### config.mk
export PLATFORM = sky130hd
export DESIGN_NAME = fetch_controller_flat
export DESIGN_NICKNAME = d
export VERILOG_FILES = /design/src/rtl/fetch_pkg.sv /design/src/rtl/fetch_controller_if.sv /design/src/rtl/fetch_controller_pc_register.sv /design/src/rtl/fetch_controller.sv /design/src/flat_wrapper.sv
export SDC_FILE = /design/constraint.sdc
export NUM_CORES = 1
export LEC_CHECK = 0
export BUFFER_PORTS_ARGS = -buffer_cell sky130_fd_sc_hd__buf_2
export CAP_MARGIN = 0
export CORE_MARGIN = 2
export CORE_UTILIZATION = 52
export DETAILED_ROUTE_END_ITERATION = 8
export PLACE_DENSITY = 0.87
export RECOVER_POWER = 50
export SLEW_MARGIN = 20
export SYNTH_ARGS = -nofsm -noshare
export SYNTH_HDL_FRONTEND = slang
export SYNTH_HIERARCHICAL = 1
export SYNTH_SLANG_ARGS = --single-unit
export TNS_END_PERCENT = 1
### constraint.sdc
create_clock -name clk -period 4.56 [get_ports clk]
set_clock_uncertainty 0.15 [all_clocks]
set_input_delay 0.912 -clock clk [delete_from_list [all_inputs] [get_ports clk]]
set_output_delay 0.912 -clock clk [all_outputs]
set_load 0.005 [all_outputs]
### src/rtl/fetch_pkg.sv
// Shared types and constants for the instruction fetch controller.
package fetch_pkg;

  typedef enum logic [1:0] {
    IDLE   = 2'd0,
    REQ    = 2'd1,
    WAIT   = 2'd2,
    ISSUED = 2'd3
  } fetch_state_t;

  localparam int unsigned INSTR_BYTES = 4;
  localparam int unsigned MAX_XLEN    = 64;

  // Clears the byte-offset bits of a redirect target; slice to XLEN at use.
  localparam logic [MAX_XLEN-1:0] PC_ALIGN_MASK = ~(64'(INSTR_BYTES - 1));

endpackage

### src/rtl/fetch_controller_if.sv
// Fetch controller bus: imem req/ready/rvalid, IR load, decode/execute handshake.
interface fetch_controller_if #(
  parameter int unsigned XLEN = 32
);
  logic            run;
  logic            mem_req;
  logic [XLEN-1:0] mem_addr;
  logic            mem_req_ready;
  logic            mem_rvalid;
  logic            ir_enable;
  logic            instr_valid;
  logic            instr_done;
  logic            redirect_valid;
  logic [XLEN-1:0] redirect_pc;
  logic [XLEN-1:0] pc;
  logic            fetch_error;

  modport master (
    input  run, mem_req_ready, mem_rvalid, instr_done, redirect_valid, redirect_pc,
    output mem_req, mem_addr, ir_enable, instr_valid, pc, fetch_error
  );

  modport slave (
    output run, mem_req_ready, mem_rvalid, instr_done, redirect_valid, redirect_pc,
    input  mem_req, mem_addr, ir_enable, instr_valid, pc, fetch_error
  );
endinterface

### src/rtl/fetch_controller_pc_register.sv
// Program counter: aligned redirect load takes priority over sequential increment.
module pc_register
  import fetch_pkg::*;
#(
  parameter int unsigned     XLEN     = 32,
  parameter logic [XLEN-1:0] RESET_PC = '0
) (
  input  logic            clk,
  input  logic            reset,
  input  logic            load,
  input  logic            increment,
  input  logic [XLEN-1:0] target,
  output logic [XLEN-1:0] pc
);

  logic [XLEN-1:0] pc_q, pc_d;

  always_comb begin
    pc_d = pc_q;
    if (load) begin
      pc_d = target & PC_ALIGN_MASK[XLEN-1:0];
    end else if (increment) begin
      // Wraps modulo 2^XLEN by construction.
      pc_d = pc_q + XLEN'(INSTR_BYTES);
    end
  end

  always_ff @(posedge clk) begin
    if (!reset) begin
      pc_q <= RESET_PC;
    end else begin
      pc_q <= pc_d;
    end
  end

  assign pc = pc_q;

endmodule

### src/rtl/fetch_controller.sv
// Instruction fetch sequencer: IDLE -> REQ -> WAIT -> ISSUED with redirect squash.
// Optional imem timeout (sticky fetch_error) enabled by defining FETCH_TIMEOUT_EN.
module fetch_controller
  import fetch_pkg::*;
#(
  parameter int unsigned     XLEN           = 32,
  parameter logic [XLEN-1:0] RESET_PC       = '0,
  parameter int unsigned     TIMEOUT_CYCLES = 16
) (
  input logic                clk,
  input logic                reset,
  fetch_controller_if.master bus
);

  fetch_state_t    state_q, state_d;
  logic            squash_q, squash_d;
  logic            timeout_hit;
  logic            fetch_error_q;
  logic            pc_load, pc_inc;
  logic [XLEN-1:0] pc;

`ifdef FETCH_TIMEOUT_EN
  localparam int unsigned TmoW = (TIMEOUT_CYCLES > 1) ? $clog2(TIMEOUT_CYCLES) : 1;

  logic [TmoW-1:0] tmo_q, tmo_d;
  logic            fetch_error_d;

  assign timeout_hit = (state_q == WAIT) && !bus.mem_rvalid &&
                       (tmo_q == TmoW'(TIMEOUT_CYCLES - 1));

  always_comb begin
    tmo_d         = ((state_q == WAIT) && (state_d == WAIT)) ? tmo_q + 1'b1 : '0;
    fetch_error_d = fetch_error_q | timeout_hit;
  end

  always_ff @(posedge clk) begin
    if (!reset) begin
      tmo_q         <= '0;
      fetch_error_q <= 1'b0;
    end else begin
      tmo_q         <= tmo_d;
      fetch_error_q <= fetch_error_d;
    end
  end
`else
  logic unused_timeout;
  assign unused_timeout = ^TIMEOUT_CYCLES;
  assign timeout_hit    = 1'b0;
  assign fetch_error_q  = 1'b0;
`endif

  always_ff @(posedge clk) begin
    if (!reset) begin
      state_q  <= IDLE;
      squash_q <= 1'b0;
    end else begin
      state_q  <= state_d;
      squash_q <= squash_d;
    end
  end

  always_comb begin
    state_d  = state_q;
    squash_d = squash_q;
    unique case (state_q)
      IDLE: begin
        // A latched fetch_error keeps the FSM parked until reset.
        if (bus.run && !fetch_error_q) state_d = REQ;
      end
      REQ: begin
        if (bus.mem_req_ready) begin
          state_d  = WAIT;
          squash_d = bus.redirect_valid;
        end else if (!bus.run) begin
          state_d = IDLE;
        end
      end
      WAIT: begin
        if (bus.mem_rvalid) begin
          squash_d = 1'b0;
          state_d  = (squash_q || bus.redirect_valid) ? REQ : ISSUED;
        end else begin
          if (bus.redirect_valid) squash_d = 1'b1;
          if (timeout_hit) begin
            state_d  = IDLE;
            squash_d = 1'b0;
          end
        end
      end
      ISSUED: begin
        if (bus.instr_done) state_d = bus.run ? REQ : IDLE;
      end
      default: state_d = IDLE;
    endcase
  end

  always_comb begin
    bus.mem_req     = (state_q == REQ);
    bus.mem_addr    = pc;
    bus.pc          = pc;
    // A redirect arriving with the data also makes that data stale.
    bus.ir_enable   = (state_q == WAIT) && bus.mem_rvalid && !squash_q && !bus.redirect_valid;
    bus.instr_valid = (state_q == ISSUED);
    bus.fetch_error = fetch_error_q;
    pc_load         = bus.redirect_valid && ((state_q != ISSUED) || bus.instr_done);
    pc_inc          = (state_q == ISSUED) && bus.instr_done && !bus.redirect_valid;
  end

  pc_register #(
    .XLEN     (XLEN),
    .RESET_PC (RESET_PC)
  ) u_pc_register (
    .clk       (clk),
    .reset     (reset),
    .load      (pc_load),
    .increment (pc_inc),
    .target    (bus.redirect_pc),
    .pc        (pc)
  );

endmodule
### src/flat_wrapper.sv
// flat-port wrapper written by rule: the top's interface ports become plain ports
module fetch_controller_flat import fetch_pkg::*;
#(
  parameter int unsigned     XLEN           = 32,
  parameter logic [XLEN-1:0] RESET_PC       = '0,
  parameter int unsigned     TIMEOUT_CYCLES = 16
)
  (clk, reset, bus_run, bus_mem_req_ready, bus_mem_rvalid, bus_instr_done, bus_redirect_valid, bus_redirect_pc, bus_mem_req, bus_mem_addr, bus_ir_enable, bus_instr_valid, bus_pc, bus_fetch_error);
  fetch_controller_if #(.XLEN(XLEN)) bus_i ();
  input logic clk;
  input logic reset;
  input wire logic [$bits(bus_i.run)-1:0] bus_run;
  input wire logic [$bits(bus_i.mem_req_ready)-1:0] bus_mem_req_ready;
  input wire logic [$bits(bus_i.mem_rvalid)-1:0] bus_mem_rvalid;
  input wire logic [$bits(bus_i.instr_done)-1:0] bus_instr_done;
  input wire logic [$bits(bus_i.redirect_valid)-1:0] bus_redirect_valid;
  input wire logic [$bits(bus_i.redirect_pc)-1:0] bus_redirect_pc;
  output wire logic [$bits(bus_i.mem_req)-1:0] bus_mem_req;
  output wire logic [$bits(bus_i.mem_addr)-1:0] bus_mem_addr;
  output wire logic [$bits(bus_i.ir_enable)-1:0] bus_ir_enable;
  output wire logic [$bits(bus_i.instr_valid)-1:0] bus_instr_valid;
  output wire logic [$bits(bus_i.pc)-1:0] bus_pc;
  output wire logic [$bits(bus_i.fetch_error)-1:0] bus_fetch_error;
  assign bus_i.run = bus_run;
  assign bus_i.mem_req_ready = bus_mem_req_ready;
  assign bus_i.mem_rvalid = bus_mem_rvalid;
  assign bus_i.instr_done = bus_instr_done;
  assign bus_i.redirect_valid = bus_redirect_valid;
  assign bus_i.redirect_pc = bus_redirect_pc;
  assign bus_mem_req = bus_i.mem_req;
  assign bus_mem_addr = bus_i.mem_addr;
  assign bus_ir_enable = bus_i.ir_enable;
  assign bus_instr_valid = bus_i.instr_valid;
  assign bus_pc = bus_i.pc;
  assign bus_fetch_error = bus_i.fetch_error;
  fetch_controller #(.XLEN(XLEN), .RESET_PC(RESET_PC), .TIMEOUT_CYCLES(TIMEOUT_CYCLES)) u_core (.clk(clk), .reset(reset), .bus(bus_i));
endmodule
==> Yosys cells after proc, flatten, opt, wreduce, memory -nomap -nowiden <==
Index checks and enable logic that the tools add are counted.
{ "op_classes": {"addsub": 1, "eq_ne": 10, "muxes": 14, "bitwise_logic": 1, "reduce_logical": 16} }
{ "op_table": {"columns": ["operator", "n"], "rows": [
  ["$mux W32", 2],
  ["$add A32 B3 Y32 const B", 1],
  ["$mux W2", 6],
  ["$ne A2 B2 Y1 const B", 5],
  ["$pmux W2 S4", 1],
  ["$logic_and A1 B1 Y1", 6],
  ["$ne A3 B3 Y1 const B", 2],
  ["$eq A2 B2 Y1 const B", 2],
  ["$mux W1", 4],
  ["$reduce_and A4 Y1", 1],
  ["$reduce_bool A2 Y1", 2],
  ["$reduce_and A3 Y1", 1],
  ["$eq A2 B1 Y1 const B", 1],
  ["$logic_not A1 Y1", 2],
  ["$logic_not A2 Y1", 1],
  ["$logic_or A1 B1 Y1", 2],
  ["$pmux W1 S2", 1],
  ["$reduce_or A2 Y1", 1],
  ["$not A1 Y1", 1]
]} }
{ "word_totals": {"register_bits": 35, "output_inout_bits": 68, "word_cells": 46} }

==> Logic depth before layout (Yosys ltp) <==
{ "logic_depth": {"ltp_word": 5, "mapped_depth": 9, "depth_no_buf": 6} }

==> By module <==
The synthesis kept the hierarchy.
{ "modules_own_cells": {"columns": ["mod", "n_inst", "cells_each", "area_per_inst_um2", "seq_area_each_um2"], "rows": [
  ["pc_register", 1, 248, 1923.1, 600.6],
  ["fetch_controller", 1, 63, 490.5, 60.1]
]} }

==> Worst setup path before layout <==
No wires, ideal clock.
{ "synth_path": {"path_type": "input to register", "from": "in bus_redirect_valid", "to": "reg u_core.u_pc_register.pc_q[16], in the netlist u_core/u_pc_register/pc[16]", "arrival_ns": 2.431, "required_ns": 4.336, "path_slack_ns": 1.905, "path_stages": 5, "path_cell_list": "nor3b_1 > clkbuf_1 > nand2_1 > or4_1 > a31oi_1"} }
{ "synth_between": {"elab_chain_cells": 3, "elab_cells_between_ends": 5, "classes_between": "mux (1); reduce/logical (4)"} }
{ "synth_rtl": {"columns": ["item", "line_no", "text"], "rows": [
  ["start, declared", "flat_wrapper.sv:16", "input wire logic [$bits(bus_i.redirect_valid)-1:0] bus_redirect_valid;"],
  ["$logic_not A1 Y1", "fetch_controller.sv:106", "pc_inc = (state_q == ISSUED) && bus.instr_done && !bus.redirect_valid;"],
  ["$logic_and A1 B1 Y1", "fetch_controller.sv:106", null],
  ["$reduce_bool A2 Y1 (no source line)", null, null],
  ["end signal, assigned", "fetch_controller_pc_register.sv:32", "pc_q <= pc_d;"],
  ["end, declared", "fetch_controller_pc_register.sv:16", "logic [XLEN-1:0] pc_q, pc_d;"]
]} }
Several ways; a longest one is shown, not always the timed one.
A chain may end at the register's enable or synchronous reset.

==> flow_summary.ini <==
[run_status]
status = complete, but fails checks
violations = capacitance limit, slew limit

[power]
ir_drop_mv = 0.159
swShare_pct = 29.6
intPower_uw = 518
power_switching_uw = 217
power.leakage_uw = 0.00120
clockPowerShare_pct = 33.7
comb_power_share_pct = 18.4
share_seq_of_total_power_pct = 47.9
power_density_nw_per_um2 = 268

[global_routing]
grt_pass1_wl_um = 9690
grt_pass1_vias = 2067
grt_max_degree = 43
busiest_layer = met2
grt_overflow = 0
grtUsageMet1_pct = 30.6
use_met2_pct = 37.7
grt_usage_pct = 23.3
antenna_found_initial = 0
met3_usage_pct = 3.19

[sta]
slew_headroom_pct = -5.98
timing.final.hold_violations = 0
final-max-slew-violation-count = 43
worst_pin_slew_ps = 1590
fmax_mhz = 308
rsz0062_at_grt = false
period_share_pct = 71.2
setup_viol = 0
min_period_ps = 3250
setup_tns_ps = 0

[layout]
syn2layout_area_growth_pct = 13.5
final_common_cell = buf_2
seq_area_um2 = 661
fin_nets = 407
n_fill_cell = 413
fin_util_pct = 62.1
layout_common_cells = buf_2, dfxtp_1, nand2_1, o21ai_0, nand3_1
final_layout_size_suffix_gt1_share_pct = 29.3
diodes = 0
multi_input_area_um2 = 1390
stdcell_area_um2 = 2740

[detailed_routing]
vias = 2588
routed_via_density = 6.16
dr.first_iter.drc_count = 256
totalWireLength_um = 6300
firstDrtPassIters = 5
drtAntennaViolNets = 0
drc = 0
wire_per_inst_um = 15.0

[logic_synthesis]
synth_edf_count = 0
synth_flop_cell = dfxtp_1
ys_seq_area_share_pct = 27.4
ys_warn_count = 6
synth_seq_cells = 33
synth_cells = 311
async_flop_share_pct = 0
ys_types = 56
syn_avg_cell_area_um2 = 7.76
mappedNetlistArea_um2 = 2410

[die]
die-area_um2 = 5200
die_y_um = 72.1
io_pins = 107
die_x_um = 72.1
initial_utilization_pct = 54.7
rows = 24
core_um2 = 4410

[worst_setup_path]
slowest_stage = clkbuf_1
crit_chain = clkbuf_1 -> nand3b_1 -> or3_1 -> or3_2 -> nand3_1
crit_family = simple AND/OR/NAND/NOR gates
critPathKind = in2reg
critPathMaxStageDelay_ps = 1130
worst_setup_path_start_kind = primary input
worstPathArrival_ps = 3320
crit_buf_inv = 1
end_kind = flip-flop
worstPathRequired_ps = 4640
path_max_fanout = 42

[clock_tree]
cts.sinks = 33
cts.clk_slew.worst_paths_ps = 70
cts_hold_buf = 0
cts_root_buffer = clkbuf_8
htree_num_levels = 2
cts_resized = 0
cts_made_buffers = 5
clk_latency_ps = 290
ctsLongestPathBuffers = 2
cts_setup_buffers = 0
tritoncts = done

[flow_run]
cap_violations = 1

[place]
hpwl_um = 4310
port_buffers = 99
placed_cell_area_um2 = 2660
routabilityCongestion = 0.858

[worst_hold_path]
min_path_type = reg2reg
[layer usage]
| layer | share of wire, % | up-vias |
|---|---|---|
| met2 | 47 | 154 |
| met4 | 1.9 | 0 |
| met5 | 0 | - |
| met1 | 43 | 1182 |
| met3 | 8.1 | 14 |
| li1 | - | 1238 |
[metrics by stage]
| step | worst slack, ps | hold WS, ps | power (uW) | instances |
|---|---|---|---|---|
| floorplan | 1900 | 355 | 451 | 312 |
| global placement | 1700 | 378 | 489 | 412 |
| detailed placement | 1660 | 388 | 494 | 412 |
| CTS | 1950 | 397 | 738 | 420 |
| global route | 1090 | 441 | 772 | 420 |
| finish | 1310 | 398 | 735 | 420 |
[cells by family (layout without fill, tap and decap cells)]
family / count (synthesis) / in the layout / synth area share [%]
and+or+nand+nor: 130 / 130 / 31.0
AOI/OAI and AO/OA: 72 / 72 / 20.3
buffers and inverters: 60 / 116 / 15.2
DFF: 33 / 33 / 27.4
xor gates and xnor gates: 11 / 11 / 3.99
other: 2 / 3 / 0.311
muxes: 2 / 2 / 1.35
adders and majority gates: 1 / 1 / 0.518
[final timing paths]
kind / startpoint / end / slack, ps / depth (start not counted)
setup / recovery: reset / u_core/u_pc_register/pc[19] / 1310 / 5
setup reg to reg: u_core/state_q[1] / u_core/u_pc_register/pc[25] / 1980 / 7
hold reg to reg: u_core/u_pc_register/pc[17] / u_core/u_pc_register/pc[17] / 400 / 2
hold / removal: u_core/u_pc_register/pc[17] / u_core/u_pc_register/pc[17] / 400 / 2
[synth_stat cells, types with 3 or more instances]
cell type,n,area (um2)
nand2b_1,4,25.0
o21a_1,3,22.5
nand2_1,28,105
xnor2_1,7,61.3
and4_1,3,26.3
inv_1,6,22.5
nor2_1,12,45.0
nand4_1,15,93.8
nor2b_1,3,18.8
a32oi_1,4,35.0
o211a_1,7,70.1
nor4_1,9,56.3
and3_1,9,56.3
dfxtp_1,33,661
nor3b_1,3,22.5
clkbuf_1,15,56.3
xor2_1,4,35.0
buf_4,35,263
a211oi_1,5,37.5
o21ai_0,24,120
a21oi_1,8,40.0
nor3_1,5,25.0
a31oi_1,6,37.5
nand3_1,16,80.1
o31ai_1,3,22.5
or4_1,3,22.5
[registers in the layout, summed over array words and instances (netlist names)]
register and cells:
u_core/u_pc_register/pc 30, u_core/squash_q 1, u_core/state_q 2
[worst reg2reg max path, cell delays in order, from the launching register on]
cell and delay (ps):
dfxtp_1 510, nand2_1 140, nor3b_1 230, buf_4 230
and3_1 360, nand3_1 210, or4b_1 530, a31oi_1 160
[cell type report]
class                      instances  share of cell area (%)
multi-input combinational        219                    50.7
sequential                        33                    24.1
timing repair buffer             102                    18.3
clock buffer                       7                    3.52
tap                               52                    2.37
inverter                           6                   0.822
clock inverter                     1                   0.183
[power groups by stage]
stage / logic (uW) / clock network, uW / registers [uW]
2_1_floorplan: 102 / 0 / 349
3_3_place_gp: 134 / 0 / 355
3_5_place_dp: 136 / 0 / 358
4_1_cts: 137 / 250 / 351
5_1_grt: 151 / 263 / 358
6_report: 135 / 247 / 352
Note: power is estimated with default switching activity, not from simulation.
